$ cat src/rtl/pc_gen_pkg.sv
// Shared CPU definitions for the fetch-address generator: reset/exception
// addresses and the redirect FSM state encoding.
package pc_gen_pkg;

  localparam logic [31:0] RESET_PC_DEFAULT   = 32'h0000_3000;
  localparam logic [31:0] EXC_VECTOR_DEFAULT = 32'h0000_4180;

  // RUN: no redirect outstanding. HOLD: a redirect target is parked while stalled.
  typedef enum logic {
    ST_RUN  = 1'b0,
    ST_HOLD = 1'b1
  } pc_state_e;

endpackage

$ cat src/rtl/pc_adder.sv
// Constant-increment adder used for the sequential and link addresses.
// Result wraps modulo 2^WIDTH.
module pc_adder #(
  parameter int WIDTH = 32,
  parameter int INC   = 4
) (
  input  logic [WIDTH-1:0] a,
  output logic [WIDTH-1:0] sum
);

  assign sum = a + WIDTH'(INC);

endmodule

$ cat src/rtl/pc_gen.sv
// Program-counter generator: prioritised next-PC selection with a one-entry
// pending-redirect register that keeps branch/jump targets alive across stalls.
module pc_gen
  import pc_gen_pkg::*;
#(
  parameter int               WIDTH      = 32,
  parameter int               STEP       = 4,
  parameter logic [WIDTH-1:0] RESET_PC   = WIDTH'(RESET_PC_DEFAULT),
  parameter logic [WIDTH-1:0] EXC_VECTOR = WIDTH'(EXC_VECTOR_DEFAULT)
) (
  input  logic             clk,
  input  logic             reset,
  input  logic             stall,
  input  logic             br_taken,
  input  logic [WIDTH-1:0] br_target,
  input  logic             jump,
  input  logic [WIDTH-1:0] jump_target,
  input  logic             exc_req,
  input  logic             eret,
  input  logic [WIDTH-1:0] epc,
  output logic [WIDTH-1:0] pc,
  output logic [WIDTH-1:0] pc_seq,
  output logic [WIDTH-1:0] pc_link,
  output logic             pend,
  output logic             misalign
);

  localparam logic [WIDTH-1:0] ALIGN_MASK = WIDTH'(STEP - 1);

  pc_state_e        state;
  logic [WIDTH-1:0] pend_target;
  logic [WIDTH-1:0] redirect_target;

  pc_adder #(.WIDTH(WIDTH), .INC(STEP)) u_seq_adder (
    .a   (pc),
    .sum (pc_seq)
  );

  pc_adder #(.WIDTH(WIDTH), .INC(2 * STEP)) u_link_adder (
    .a   (pc),
    .sum (pc_link)
  );

  // Jump outranks a simultaneous taken branch.
  assign redirect_target = jump ? jump_target : br_target;

  always_ff @(posedge clk) begin
    if (reset) begin
      pc          <= RESET_PC;
      pend_target <= '0;
      state       <= ST_RUN;
    end else if (exc_req) begin
      pc    <= EXC_VECTOR;
      state <= ST_RUN;
    end else if (eret) begin
      pc    <= epc;
      state <= ST_RUN;
    end else begin
      case (state)
        ST_RUN: begin
          if (!stall) begin
            pc <= (jump || br_taken) ? redirect_target : pc_seq;
          end else if (jump || br_taken) begin
            pend_target <= redirect_target;
            state       <= ST_HOLD;
          end
        end
        ST_HOLD: begin
          // Requests arriving while a target is parked are dropped.
          if (!stall) begin
            pc    <= pend_target;
            state <= ST_RUN;
          end
        end
        default: state <= ST_RUN;
      endcase
    end
  end

  assign pend     = (state == ST_HOLD);
  assign misalign = |(pc & ALIGN_MASK);

endmodule

$ cat config.mk
export PLATFORM = sky130hd
export DESIGN_NAME = pc_gen
export DESIGN_NICKNAME = d
export VERILOG_FILES = /design/src/rtl/pc_gen_pkg.sv /design/src/rtl/pc_adder.sv /design/src/rtl/pc_gen.sv
export SDC_FILE = /design/constraint.sdc
export NUM_CORES = 1
export LEC_CHECK = 0
export CORE_MARGIN = 2
export CORE_UTILIZATION = 44
export CTS_CLUSTER_SIZE = 40
export DETAILED_ROUTE_END_ITERATION = 7
export PLACE_DENSITY = 0.85
export SLEW_MARGIN = 20
export SYNTH_ARGS = -nofsm -noshare
export SYNTH_HDL_FRONTEND = slang
export SYNTH_HIERARCHICAL = 1
export SYNTH_SLANG_ARGS = --single-unit
$ cat constraint.sdc
create_clock -name clk -period 2.48 [get_ports clk]
set_input_delay 0.248 -clock clk [delete_from_list [all_inputs] [get_ports clk]]
set_output_delay 0.248 -clock clk [all_outputs]
set_load 0.01 [all_outputs]
# Word level (Yosys, flattened, before mapping)
# Index checks and enable logic that the tools add are counted.
word_totals:
  reg_bits: 65
  output_inout_bits: 98
  word_cells: 31
op_classes:
  addsub: 2
  n_eq_ne: 4
  n_mux: 11
  n_bitwise: 3
  reduce_logical: 7
op_table:
  columns: ["cell", "count"]
  rows:
  - ["two-way mux 32 bit", 5]
  - ["one-hot mux 32 bit (2 select lines)", 1]
  - ["adder 32 x 3 -> 32 bit (second input constant)", 1]
  - ["adder 32 x 4 -> 32 bit (second input constant)", 1]
  - ["two-way mux 15 bit", 1]
  - ["inequality test 4 bit (second input constant)", 2]
  - ["inequality test 3 bit (second input constant)", 2]
  - ["AND reduction 5 bit", 1]
  - ["AND reduction 2 bit", 2]
  - ["OR reduction 2 bit", 2]
  - ["two-way mux 1 bit", 3]
  - ["NOT 1 bit", 3]
  - ["OR reduction 3 bit", 1]
  - ["one-hot mux 1 bit (2 select lines)", 1]
  - ["logical OR 1 bit", 1]

# Logic depth before layout (Yosys ltp)
depth:
  word_depth: 6
  mapped_depth: 8
  mapped_depth_nobuf: 8

# By module
# Netlist, hierarchy kept.
modules_own_cells:
  columns: ["module", "n_inst", "cells_each", "area_each_um2", "seq_area_each_um2"]
  rows:
  - ["pc_gen", 1, 435, 3782.4, 1301.2]
  - ["pc_adder (u_link_adder)", 1, 85, 625.6, 0.0]
  - ["pc_adder (u_seq_adder)", 1, 83, 580.6, 0.0]

# Worst setup path after synthesis
# OpenSTA, ideal clock, no wires.
synth_path:
  path_kind: "reg2reg"
  start: "register pc[10]"
  end: "register pc[24]"
  setup_time_ns: 0.059
  t_arrival_ns: 2.229
  required_ns: 2.421
  path_slack_ns: 0.192
  stages_incl_launch_ff: 8
  n_path_buf: 0
  period_less_slack_ns: 2.288
  path_cell_list: "dfxtp_1 nand4_2 nor4_4 nand4_1 xnor2_1 nor3_1 a211oi_1 o221a_2"
synth_via:
  elab_chain_len: 5
synth_rtl:
  columns: ["item", "line_no", "source"]
  rows:
  - ["from (decl)", "pc_gen.sv:21", "output logic [WIDTH-1:0] pc,"]
  - ["from (signal assigned)", "pc_gen.sv:56", "pc <= epc;"]
  - ["from (signal assigned)", "pc_gen.sv:62", "pc <= (jump || br_taken) ? redirect_target : pc_seq;"]
  - ["from (signal assigned)", "pc_gen.sv:71", "pc <= pend_target;"]
  - ["adder 32 x 3 -> 32 bit", "pc_adder.sv:11", "assign sum = a + WIDTH'(INC);"]
  - ["named net pc_seq[24]", "pc_gen.sv:22", "output logic [WIDTH-1:0] pc_seq,"]
  - ["two-way mux 32 bit", "pc_gen.sv:62", null]
  - ["two-way mux 32 bit", "pc_gen.sv:61", "if (!stall) begin"]
  - ["one-hot mux 32 bit (2 select lines)", "pc_gen.sv:59", "case (state)"]
  - ["two-way mux 32 bit", "pc_gen.sv:55", "end else if (eret) begin"]
# The timed path passes the listed nets, and every way through them passes these cells. The select of a mux whose other input is x is not followed.
# A chain may end at the register's enable or synchronous reset.

# Worst setup path in the final report
layout_path:
  start: "register pc[15]"
  end: "output pc_seq[21]"
layout_via:
  elab_chain_len: 1
layout_rtl:
  columns: ["item", "line_no"]
  rows:
  - ["adder 32 x 3 -> 32 bit", "pc_adder.sv:11"]
  - ["to (decl)", "pc_gen.sv:22"]
# No other way between the ends.

==> results.cfg <==
[outcome]
outcome = finished, final reports clean

[clocking]
cts_sinks = 65
cts_buffers = 9
cts_tree = yes
cts_root_buffer = clkbuf_16
clock_latency_ps = 330
clk_pin_slew_ps = 60
htreeDepth = 3
clockBufferDepth = 2

[placement]
port_buffers = 200
place_ws_ps = 38.0
dp_hpwl_um = 13600
gp_congestion = 0.952

[setup_path]
crit_chain = buf_6 -> nand3_4 -> nor4_4 -> buf_6 -> buf_4 -> nand4_1 -> xnor2_2 -> clkdlybuf4s15_1
crit_slowest_cell = dfxtp_1
timing.critical_path.buf_inv = 4
cp-end-kind = output port
required_ps = 2230
cp_common_cell = buf_6
critPathMaxStageDelay_ps = 360
critPathMaxFanout = 7
critical_path_class = register to output port
critPathLaunchType = register
worstPathArrival_ps = 2190
path_delay_family = buffers and inverters

[drt]
viasPerCell = 6.31
post_drt_wl_per_cell_um = 20.7
route.detailed.drc = 0
drtIter0Drc = 660
ant_nets = 0
dr.pass1.iters = 7
finalWirelength_um = 19900
vias = 6077

[grt]
grt_antenna_before_repair = 0
grt_pass1_wl_um = 30700
grt_max_degree = 57
grt_usage = 0.301
grt_pass1_vias = 5942
grt-ovfl-total = 0

[logic_synthesis]
syn_inst = 603
synth.ff_latch_count = 65
synth_area_um2 = 4990
synth_top_cell_area_share = 0.261
synth_edf_count = 0
synth_cell_types = 48
yosys_warnings = 6
synth_area_leader_cell = dfxtp_1
syn_avg_cell_area_um2 = 8.27
ys_seq_area_frac = 0.261
syn-num-nets = 708
yosys-top-cells-area = dfxtp_1 (26%), a211oi_1 (8.1%), xnor2_1 (6.1%)
async_flop_share = 0
synth_ff_type = dfxtp_1

[timing]
finalSetupViolations = 0
fin_ws_ps = 38.9
drv_slew = 0
period_minus_slack_ps = 2440
hold_viol_final = 0
fin_setup_tns_ps = 0
rsz0062_at_grt = yes
fmax_mhz = 410
finalClockSkew_ps = 8.91
fin_crit_sh = 0.984
tightest_slew_ps = 717
relSlewSlack = 0.522

[layout]
nets = 923
register_area_um2 = 1330
layout_commonest_cell = clkdlybuf4s50_1
syn_to_final_growth_pct = 56.6
final_cell_mix = clkdlybuf4s50_1 (157), buf_4 (66), a211oi_1 (54)
utilization = 0.715
num-fill-cells = 802
diodes = 0
layout-drive-gt1-share = 0.233
multi_input_area_um2 = 3470

[die]
die_y_um = 110
die_w_um = 110
start_util = 0.456
dieArea_um2 = 12200
pin_count = 201
row_count = 38
core_area_um2 = 10900

[min_path]
hold_class = input port to register

[power]
p_per_area_nw_per_um2 = 444
ir_drop_v = 0.000352
p_leak_nw = 3.14

[job]
drv_cap = 0
## report_power, final
part / switching, mW / leakage (nW) / internal, mW
sequential: 0.0690 / 0.538 / 1.10
clock: 0.497 / 0.148 / 0.838
combinational: 0.469 / 2.45 / 0.496
total: 1.03 / 3.14 / 2.44
## layout make-up
type / count / area share
flip-flops and latches: 65 / 0.171
multi-input cells: 461 / 0.444
clock inverters: 5 / 0.00801
clock buffers: 11 / 0.0323
inverters: 11 / 0.00528
repair buffers: 270 / 0.317
well taps: 140 / 0.0224
## metal layers
metal / vias up / track usage / wire, um
met5: - / 0 / 0
met4: 0 / 0.123 / 788
met3: 72 / 0.0692 / 1910
met2: 451 / 0.523 / 9980
met1: 2849 / 0.357 / 7210
li1: 2705 / - / -
## timing repair
item	CTS	global route
buffers inserted	5	8
pin swaps	6	9
hold buffers	0	0
setup endpoints to repair	42	22
resized for setup	82	44
## cells in the mapped netlist (all sizes together) (2+ instances only)
| master | instances |
|---|---|
| and4 | 4 |
| xor2 | 20 |
| ha | 2 |
| nor2 | 14 |
| nand3 | 17 |
| and2 | 2 |
| nand2b | 7 |
| nor4 | 10 |
| a21oi | 32 |
| o211ai | 3 |
| a311o | 2 |
| buf | 47 |
| and3 | 4 |
| dfxtp | 65 |
| nand4 | 15 |
| nand3b | 2 |
| a31oi | 32 |
| xnor2 | 35 |
| o221a | 27 |
| nand2 | 46 |
| inv | 11 |
| mux2 | 3 |
| mux2i | 29 |
| a211oi | 59 |
| nor2b | 3 |
| o21ai | 27 |
| or3 | 3 |
| a211o | 5 |
| a221oi | 2 |
| nor3 | 49 |
| or2 | 5 |
| clkbuf | 19 |
## worst register-to-register path, stage by stage, from the launching register on
cell and delay, ps:
dfxtp_2 380, ha_4 160, nand3_2 130, nor4_4 330, buf_6 190, nand4_1 190
xnor2_2 200, buf_4 140, buf_4 120, nor3_1 120, a211oi_1 80, o221a_2 270
## through the flow
step,std cells,power [mW],cell area [um2],hold slack [ps]
after floorplan,603,1.64,4990,458
after global placement,935,2.11,7230,532
after detailed placement,935,2.13,7230,547
after CTS,956,3.44,7670,455
after global routing,963,3.58,7810,491
final,963,3.47,7810,480
## path summary, 6_finish.rpt
kind | to | slack [ps] | cells after the start | startpoint
setup / recovery | pc_seq[21] | 40 | 8 | pc[15]
hold / removal | pend_target[23] | 480 | 2 | reset
setup reg to reg | pc[28] | 80 | 11 | pc[3]
hold reg to reg | pend_target[14] | 560 | 2 | pend_target[14]
## flip-flops by register name (all words and copies together), names as in the netlist
name and cells:
pc 32, pend 1, pend_target 32
## logic make-up after synthesis
group / share of synthesized area
flops: 0.261
simple gates: 0.212
xor+xnor: 0.0966
buf+inv: 0.0858
fa+ha+maj: 0.00502
compound gates: 0.275
mux: 0.0650
Power figures use the tool's default switching activity.
